--- src/rtl/mpx_rr_arbiter_if.sv ---
// Requester-side bundle for the round-robin mux-select arbiter.
// The master drives requests and releases; the slave (the arbiter) drives the select.
interface mpx_rr_arbiter_if;
  logic [3:0] req;
  logic [3:0] done;
  logic [3:0] sel;
  logic       grant_valid;
  logic [1:0] owner;
  logic       timeout;

  modport master (output req, done, input sel, grant_valid, owner, timeout);
  modport slave  (input req, done, output sel, grant_valid, owner, timeout);
endinterface

--- src/rtl/mpx_rr_arbiter.sv ---
// Round-robin owner of a 4:1 one-hot operand mux with a bounded hold time.
// The select always drops to zero for one cycle between owners.
module mpx_rr_arbiter #(
  parameter int unsigned CNT_W    = 8,
  parameter int unsigned MAX_HOLD = 16
) (
  input logic             clk,
  input logic             rst_n,
  mpx_rr_arbiter_if.slave bus
);

  localparam bit               LIM_EN    = (MAX_HOLD != 0);
  localparam logic [CNT_W-1:0] HOLD_LAST = CNT_W'(MAX_HOLD - 1);

  typedef enum logic [1:0] {IDLE, GRANT, GAP} state_e;

  state_e           state_q, state_d;
  logic [1:0]       ptr_q, ptr_d;
  logic [CNT_W-1:0] hold_cnt_q, hold_cnt_d;
  logic [3:0]       sel_q, sel_d;
  logic [1:0]       owner_q, owner_d;
  logic             grant_valid_q, grant_valid_d;
  logic             timeout_q, timeout_d;

  logic             win_found;
  logic [1:0]       win_idx;
  logic [1:0]       scan_idx;
  logic             rel_done, rel_req, rel_lim;

  // First requester at or above ptr, wrapping 3 -> 0.
  always_comb begin
    win_found = 1'b0;
    win_idx   = 2'd0;
    scan_idx  = 2'd0;
    for (int i = 0; i < 4; i++) begin
      scan_idx = ptr_q + 2'(i);
      if (!win_found && bus.req[scan_idx]) begin
        win_found = 1'b1;
        win_idx   = scan_idx;
      end
    end
  end

  always_comb begin
    state_d    = state_q;
    ptr_d      = ptr_q;
    hold_cnt_d = hold_cnt_q;
    sel_d      = sel_q;
    owner_d    = owner_q;
    timeout_d  = 1'b0;

    rel_done = bus.done[owner_q];
    rel_req  = !bus.req[owner_q];
    rel_lim  = LIM_EN && (hold_cnt_q == HOLD_LAST);

    unique case (state_q)
      IDLE, GAP: begin
        if (win_found) begin
          state_d    = GRANT;
          sel_d      = 4'b0001 << win_idx;
          owner_d    = win_idx;
          hold_cnt_d = '0;
        end else begin
          state_d = IDLE;
          sel_d   = 4'b0000;
          owner_d = 2'd0;
        end
      end
      GRANT: begin
        if (rel_done || rel_req || rel_lim) begin
          state_d    = GAP;
          sel_d      = 4'b0000;
          owner_d    = 2'd0;
          ptr_d      = owner_q + 2'd1;
          hold_cnt_d = '0;
          // Timeout is flagged only when the limit was the sole cause.
          timeout_d  = rel_lim && !rel_done && !rel_req;
        end else if (LIM_EN && (hold_cnt_q != HOLD_LAST)) begin
          hold_cnt_d = hold_cnt_q + CNT_W'(1);
        end
      end
      default: begin
        state_d = IDLE;
        sel_d   = 4'b0000;
        owner_d = 2'd0;
      end
    endcase

    grant_valid_d = |sel_d;
  end

  always_ff @(posedge clk or negedge rst_n) begin
    if (!rst_n) begin
      state_q       <= IDLE;
      ptr_q         <= 2'd0;
      hold_cnt_q    <= '0;
      sel_q         <= 4'b0000;
      owner_q       <= 2'd0;
      grant_valid_q <= 1'b0;
      timeout_q     <= 1'b0;
    end else begin
      state_q       <= state_d;
      ptr_q         <= ptr_d;
      hold_cnt_q    <= hold_cnt_d;
      sel_q         <= sel_d;
      owner_q       <= owner_d;
      grant_valid_q <= grant_valid_d;
      timeout_q     <= timeout_d;
    end
  end

  assign bus.sel         = sel_q;
  assign bus.grant_valid = grant_valid_q;
  assign bus.owner       = owner_q;
  assign bus.timeout     = timeout_q;

endmodule

--- src/flat_wrapper.sv ---
// flat-port wrapper written by rule: the top's interface ports become plain ports
module mpx_rr_arbiter_flat 
#(
  parameter int unsigned CNT_W    = 8,
  parameter int unsigned MAX_HOLD = 16
)
  (clk, rst_n, bus_req, bus_done, bus_sel, bus_grant_valid, bus_owner, bus_timeout);
  mpx_rr_arbiter_if bus_i ();
  input logic clk;
  input logic rst_n;
  input wire logic [$bits(bus_i.req)-1:0] bus_req;
  input wire logic [$bits(bus_i.done)-1:0] bus_done;
  output wire logic [$bits(bus_i.sel)-1:0] bus_sel;
  output wire logic [$bits(bus_i.grant_valid)-1:0] bus_grant_valid;
  output wire logic [$bits(bus_i.owner)-1:0] bus_owner;
  output wire logic [$bits(bus_i.timeout)-1:0] bus_timeout;
  assign bus_i.req = bus_req;
  assign bus_i.done = bus_done;
  assign bus_sel = bus_i.sel;
  assign bus_grant_valid = bus_i.grant_valid;
  assign bus_owner = bus_i.owner;
  assign bus_timeout = bus_i.timeout;
  mpx_rr_arbiter #(.CNT_W(CNT_W), .MAX_HOLD(MAX_HOLD)) u_core (.clk(clk), .rst_n(rst_n), .bus(bus_i));
endmodule
--- config.mk ---
export PLATFORM = sky130hd
export DESIGN_NAME = mpx_rr_arbiter_flat
export DESIGN_NICKNAME = d
export VERILOG_FILES = /design/src/rtl/mpx_rr_arbiter_if.sv /design/src/rtl/mpx_rr_arbiter.sv /design/src/flat_wrapper.sv
export SDC_FILE = /design/constraint.sdc
export NUM_CORES = 1
export LEC_CHECK = 0
export ABC_AREA = 0
export CORE_MARGIN = 2
export CORE_UTILIZATION = 40
export DETAILED_ROUTE_END_ITERATION = 12
export GPL_ROUTABILITY_DRIVEN = 0
export PLACE_DENSITY = 0.7
export RECOVER_POWER = 100
export SETUP_SLACK_MARGIN = 0.02
export SLEW_MARGIN = 5
export SYNTH_ARGS = -nofsm -noshare
export SYNTH_HDL_FRONTEND = slang
export SYNTH_SLANG_ARGS = --single-unit
--- constraint.sdc ---
create_clock -name clk -period 1.7 [get_ports clk]
set_input_delay 0.34 -clock clk [delete_from_list [all_inputs] [get_ports clk]]
set_output_delay 0.34 -clock clk [all_outputs]
set_load 0.01 [all_outputs]
# Yosys cells after proc, flatten, opt, wreduce, memory -nomap -nowiden
# Cells that the tools add are included.
[word_totals]
regBits = 20
ram_bits = 0
latch_bits = 0
wordCells = 78
mem_count = 0
input_bits = 10
out_inout_bits = 8
mem_bits_ro = 0
[op_classes]
n_eq_ne = 7
n_shift = 1
n_div = 0
bitwise_logic = 0
reduce_logical = 18
n_mux = 35
n_mul = 0
magnitude_cmp = 5
n_addsub = 5
[op_table]
columns = ["operator", "count"]
rows = [
  ["8-bit two-way mux", 3],
  ["8-bit one-hot mux with 2 select lines", 1],
  ["2-bit by 3-bit < comparator with 1-bit output, second input constant", 5],
  ["2-bit two-way mux", 7],
  ["1-bit two-way mux", 13],
  ["1-bit binary-select mux with 2-bit select", 6],
  ["8-bit by 1-bit adder with 8-bit output, second input constant", 1],
  ["8-bit by 4-bit == test with 1-bit output, second input constant", 1],
  ["4-bit two-way mux", 2],
  ["8-bit by 4-bit != test with 1-bit output, second input constant", 1],
  ["2-bit one-hot mux with 2 select lines", 2],
  ["4-bit one-hot mux with 2 select lines", 1],
  ["1-bit logical AND", 5],
  ["1-bit zero test", 5],
  ["2-bit by 1-bit adder with 2-bit output, second input constant", 2],
  ["2-bit adder, second input constant", 2],
  ["2-bit by 1-bit != test with 1-bit output, second input constant", 2],
  ["4-bit OR reduction", 1],
  ["1-bit by 2-bit left shift with 4-bit output, first input constant", 1],
  ["3-bit by 1-bit != test with 1-bit output, second input constant", 1],
  ["3-bit AND reduction", 1],
  ["2-bit by 1-bit == test with 1-bit output, second input constant", 1],
  ["2-bit == test, second input constant", 1],
  ["2-bit zero test", 1],
  ["other kinds (4)", 5],
]

# Logic depth before layout (Yosys ltp)
# Gate-level depths: netlist of run 1.
[depth]
ltp_word = 16
ltp_mapped = 6
ltp_nobuf = 5

# Worst setup path before layout of run 1
# Ideal clock, no wire load.
[synth_timing]
path_type = "register to register"
from = "register u_core.owner_q[0] (netlist: u_core.bus.owner[0])"
to = "register u_core.sel_q[1] (netlist: u_core.bus.sel[1])"
path_buffers = 2
required_ns = 1.579
setup_time_ns = 0.121
synth_period_minus_slack_ns = 1.741
stages_incl_launch_ff = 6
slack_ns = -0.041
t_arrival_ns = 1.620
path_cell_list = "dfrtp_1 > mux4_2 > buf_6 > and3_4 > buf_6 > a22o_1"
[synth_between]
elab_chain_len = 7
elab_cells_between_ends = 9
cone_classes = "mux: 6; reduce/logical: 3"
[synth_rtl]
columns = ["item", "line", "rtl"]
rows = [
  ["start, declared", "mpx_rr_arbiter.sv:21", "logic [1:0] owner_q, owner_d;"],
  ["start signal, assigned", "mpx_rr_arbiter.sv:106", "owner_q <= owner_d;"],
  ["1-bit binary-select mux with 2-bit select", "mpx_rr_arbiter.sv:53", "rel_req = !bus.req[owner_q];"],
  ["1-bit two-way mux (not written as such)", "mpx_rr_arbiter.sv:53", ""],
  ["1-bit zero test", "mpx_rr_arbiter.sv:53", ""],
  ["1-bit logical OR (*) (2 in series)", "mpx_rr_arbiter.sv:70", "if (rel_done || rel_req || rel_lim) begin"],
  ["4-bit two-way mux (*)", "mpx_rr_arbiter.sv:70", ""],
  ["4-bit one-hot mux with 2 select lines (*)", "mpx_rr_arbiter.sv:56", "unique case (state_q)"],
  ["via u_core.sel_d[1]", "mpx_rr_arbiter.sv:20", "logic [3:0] sel_q, sel_d;"],
  ["end signal, assigned", "mpx_rr_arbiter.sv:105", "sel_q <= sel_d;"],
  ["end, declared", "mpx_rr_arbiter.sv:20", ""],
]
# The timed path passes the listed nets; every way through them passes the cells marked *. The select of a mux whose other input is x is not followed.
# A chain may end at the register's enable or synchronous reset.

# Worst setup path in the final report of run 1
[layout_timing]
from = "register u_core.owner_q[0] (netlist: u_core.bus.owner[0])"
to = "register u_core.hold_cnt_q[4]"
[layout_between]
elab_chain_len = 7
elab_cells_between_ends = 11
cone_classes = "eq/ne: 1; mux: 6; reduce/logical: 4"
[layout_rtl]
columns = ["item", "line", "rtl"]
rows = [
  ["1-bit binary-select mux with 2-bit select", "mpx_rr_arbiter.sv:53", ""],
  ["1-bit two-way mux (not written as such)", "mpx_rr_arbiter.sv:53", ""],
  ["1-bit zero test", "mpx_rr_arbiter.sv:53", ""],
  ["1-bit logical OR (*) (2 in series)", "mpx_rr_arbiter.sv:70", ""],
  ["3-bit by 1-bit != test with 1-bit output (no line) / 8-bit two-way mux (equally long branches)", "--", ""],
  ["3-bit AND reduction (no line) / 8-bit one-hot mux with 2 select lines (equally long branches)", "--", ""],
  ["end signal, assigned", "mpx_rr_arbiter.sv:104", "hold_cnt_q <= hold_cnt_d;"],
  ["end, declared", "mpx_rr_arbiter.sv:19", "logic [CNT_W-1:0] hold_cnt_q, hold_cnt_d;"],
]
# Every way passes the cells marked *; elsewhere a longest branch is shown, timed or not. The select of a mux whose other input is x is not followed.

==> impl_summary.txt, run 1 <==
----------------------------------------------------
[Timing]
  Worst Max-Slew Pin Slew ... between 1 and 1.5 ns
  Max transition margin ... 30.1%
  Final setup violation count ... 0
  Hold Slack ... 0.535 ns
  Total count of max-transition violations in the final report ... 0
  Final Hold Fails ... 0
  Skew final ... 0.0173 ns
  Portion of the clock cycle consumed by the worst path in the final layout ... roughly 96%
  Sum of negative setup slack ... 0 ns
  Min cycle time layout ... 1.63 ns
  Max Clock Freq ... approximately 610 MHz
  Unrepaired setup endpoints after global routing ... true

[Clock network]
  # clock sinks ... 20
  Clock insertion delay at the later pin of the skew report ... slightly above 0.3 ns
  Root Buffer Master ... clkbuf_4
  Number of H-tree branching levels ... 1
  CTS Buf Count ... 3
  Clock transition at the register clock pins on the worst setup and hold paths after CTS ... between 0.1 and 0.15 ns
  Post-CTS Hold Buffers ... 0
  Clock Tree Buf Depth ... 2
  Clock tree from TritonCTS ... yes

[Pwr]
  Part of the total power dissipated in sequential elements ... approximately 38%
  Net switching power ... approximately 640 uW
  Highest ir drop seen on vdd ... 831 uV
  Pwr/cell area ... approximately 1300 nW/um^2
  Leakage power figure ... 0.000683 uW
  Share of power burned in the clock network ... 15.0%
  Gate power share ... a little under half
  Cell Int Power ... between 1000 and 1500 uW
  Switching power share of the total ... 34.4%

[Routing]
  DR WL/cell ... 14.9 um
  Antenna violation net count after detailed routing ... 0
  Detailed Route Iter0 Violations ... 15
  Total wire length ... 2470 um
  Detailed-routing iteration count for the pre-antenna-repair pass ... 4
  Vias/cell ... 5.53
  Residual DRC ... 0
  Total via count in the routed design ... 918

[Final layout]
  Share of layout cells above drive strength 1 ... 27.9%
  Number of fill cells ... around 230
  Total area of multi-input combinational cells ... about 540 um^2
  Nets ... 148
  ANT cells ... 0
  Area taken by flip-flops and latches ... between 500 and 600 um^2
  Area delta synth->final ... 35.1%

[Logic synthesis]
  Post-synth top area cell ... dfrtp_1
  Net count after synthesis ... approximately 110
  Seq/Total Area, Yosys ... 47.1%
  Count of warnings emitted by yosys ... 0
  Synthesized netlist cell count ... 101
  Area of the mapped netlist ... 1060 um^2
  Post-synth top area share ... 47.1%
  Prevailing post-synth register cell ... dfrtp_1
  Most frequent cell after synthesis ... dfrtp_1
  Post-synth EDFFs ... 0
  Dominant cells by area after synthesis ... dfrtp_1 47%, nand2_1 3.5%, nor2b_1 3.5%
  Synth async-reset ratio ... 100%
  Count of different cell masters after synthesis ... 40
  Ranking of synthesized cells by instance count ... 20 x dfrtp_1, 10 x nand2_1, 6 x nand3_1, 6 x nor2b_1, 5 x o21ai_0
  Mean post-synth cell area ... 10.5 um^2
  Synthesized flop and latch total ... 20

[Critical path]
  Launch point of the worst reg-to-reg path ... u_core.bus.owner[0]$_DFFE_PN0P_
  Most frequent CP cell ... buf_4
  Worst-path maximum fanout ... 5
  Kind of start point of the critical path ... flop
  Crit-path slowest cell ... mux4_2
  Endpoint type of the worst setup path ... flop
  Arrival time worst endpoint ... 1.84 ns
  Delay of the slowest cell on the worst path ... 0.55 ns
  Setup slack of the most critical reg-to-reg path ... 0.07 ns
  Sequence of cells on the critical path ... buf_6, mux4_2, buf_4, buf_4, a31oi_1, mux2i_1
  Classification of the worst setup path ... reg -> reg
  Required time of the critical path ... 1.91 ns
  CP Launch Point ... u_core.bus.owner[0]$_DFFE_PN0P_
  Number of cells traversed by the worst register-to-register path ... 6

[Min path]
  Min-Delay Path Class ... reg -> reg
  Worst hold path depth ... 1
  Start point of the worst hold path ... u_core.bus.sel[2]$_DFF_PN0_

[Floorplan]
  Chip height ... 55.5 um
  Site row count ... 18
  Initial core utilization ... 42.5%
  Floorplan die area ... 3080 um^2
  Horizontal extent of the die ... 55.5 um
  Ports placed on the boundary ... 18
  Core footprint ... 2500 um^2

[Global route]
  Via count of the first global-routing pass ... 946
  Combined global-route utilization of all metal layers ... 16.3%
  Global route total overflow ... 0
  Global-route wire length before repair ... around 4100 um
  Largest net degree at the start of global routing ... 21
  Number of antenna violations at the first check in global routing ... 0

[Job]
  Reported max-cap violation count ... 0

[Placement]
  Port-buffer cells ... 17
  DP Wirelength ... between 1500 and 2000 um

[Status]
  Result of the run ... finished clean

----------------------------------------------------
[worst max-delay path: cells and delay by family, from the launching register on]
kind | cells | cell delay [ns]
flops | 1 | 0.38
buf+inv | 3 | 0.40
mux | 2 | 0.64
compound gates | 1 | 0.12
[cell usage in the layout, fill, tap and decap left out, types with 2 or more instances in the layout]
cell              n
o2bb2ai_1         2
buf_4            15
nor2b_1           6
o21ai_0           5
o211ai_1          2
nor4_1            3
nand3_1           5
nor2_1            4
nand2_1           9
dfrtp_1          18
dlygate4sd2_1     4
clkdlybuf4s50_1   8
a31oi_1           2
and2b_2           2
xor2_1            2
dlymetal6s2s_1    5
inv_1             3
dfrtp_2           2
nand4_1           2
mux2i_1           3
a22o_1            3
clkbuf_4          3
[area by class of cell]
| class | instances | area share, % |
|---|---|---|
| tap | 30 | 2.62 |
| timing repair buffer | 34 | 21.3 |
| clock buffer | 4 | 2.53 |
| inverter | 3 | 0.785 |
| sequential | 20 | 35.0 |
| multi-input combinational | 75 | 37.8 |
[worst paths after layout]
| check | end |
|---|---|
| max reg2reg | u_core.hold_cnt_q[4]$_DFFE_PN0P_ |
| max | u_core.hold_cnt_q[4]$_DFFE_PN0P_ |
| min in group asynchronous | u_core.hold_cnt_q[2]$_DFFE_PN0P_ |
| min reg2reg | u_core.bus.sel[2]$_DFF_PN0_ |
| min | u_core.bus.sel[2]$_DFF_PN0_ |
| max in group asynchronous | u_core.bus.owner[0]$_DFFE_PN0P_ |
[per-stage QoR]
step	util, %	setup WS [ns]	instance area [um^2]	total power, uW	instances
floorplan	-	0.0150	1060	1180	101
global placement	54.3	-0.344	1360	1530	160
detailed placement	54.3	-0.382	1360	1540	160
CTS	56.3	0.0206	1410	1880	166
global route	57.4	-0.0267	1440	2000	166
finish	57.4	0.0722	1440	1870	166
[power by group through the flow]
| stage | sequential [uW] | clock [uW] | combinational, uW |
|---|---|---|---|
| CTS | 699 | 294 | 885 |
| global placement | 705 | 0 | 824 |
| global route | 720 | 306 | 971 |
| floorplan | 729 | 0 | 449 |
| finish | 702 | 281 | 888 |
| detailed placement | 710 | 0 | 827 |
[kinds of logic after synthesis]
group           count (synthesis)  share of synthesized area (%)
xor+xnor                        2                           1.65
fa+ha+maj                       1                           1.18
buf+inv                         6                           3.53
mux                             6                           7.07
simple gates                   41                           21.6
compound gates                 25                           17.9
flops                          20                           47.1
[timing repair]
item / 4_1_cts / 5_1_grt
setup endpoints to repair: 3 / 12
setup buffers: 2 / 0
pin swaps: 1 / 1
resized for setup: 5 / 10
[state kept, by name, summed over array words and instances, names as in the netlist]
name and flops:
u_core.state_q 2, u_core.bus.grant_valid 1, u_core.bus.owner 2, u_core.bus.sel 4
u_core.bus.timeout 1, u_core.ptr_q 2, u_core.hold_cnt_q 8
[metal layers]
| metal | vias to the layer above | wire length, um | GRT usage, % |
|---|---|---|---|
| met1 | 457 | 1110 | 20.8 |
| met3 | 2 | 59 | 4.45 |
| met5 | - | 0 | 0 |
| li1 | 449 | - | - |
| met4 | 0 | 14 | 2.79 |
| met2 | 10 | 1280 | 27.9 |
(Power assumes the default switching activity.)
==> run 2: changes to the inputs <==
--- a/config.mk
+++ b/config.mk
@@ -8,10 +8,11 @@
 export ABC_AREA = 0
 export CORE_MARGIN = 2
 export CORE_UTILIZATION = 40
+export CTS_CLUSTER_DIAMETER = 200
 export DETAILED_ROUTE_END_ITERATION = 12
 export GPL_ROUTABILITY_DRIVEN = 0
 export PLACE_DENSITY = 0.7
-export RECOVER_POWER = 100
+export RECOVER_POWER = 50
 export SETUP_SLACK_MARGIN = 0.02
 export SLEW_MARGIN = 5
 export SYNTH_ARGS = -nofsm -noshare
==> results of run 2 <==
The final DEF is identical to that of run 1; final timing and power are the same.
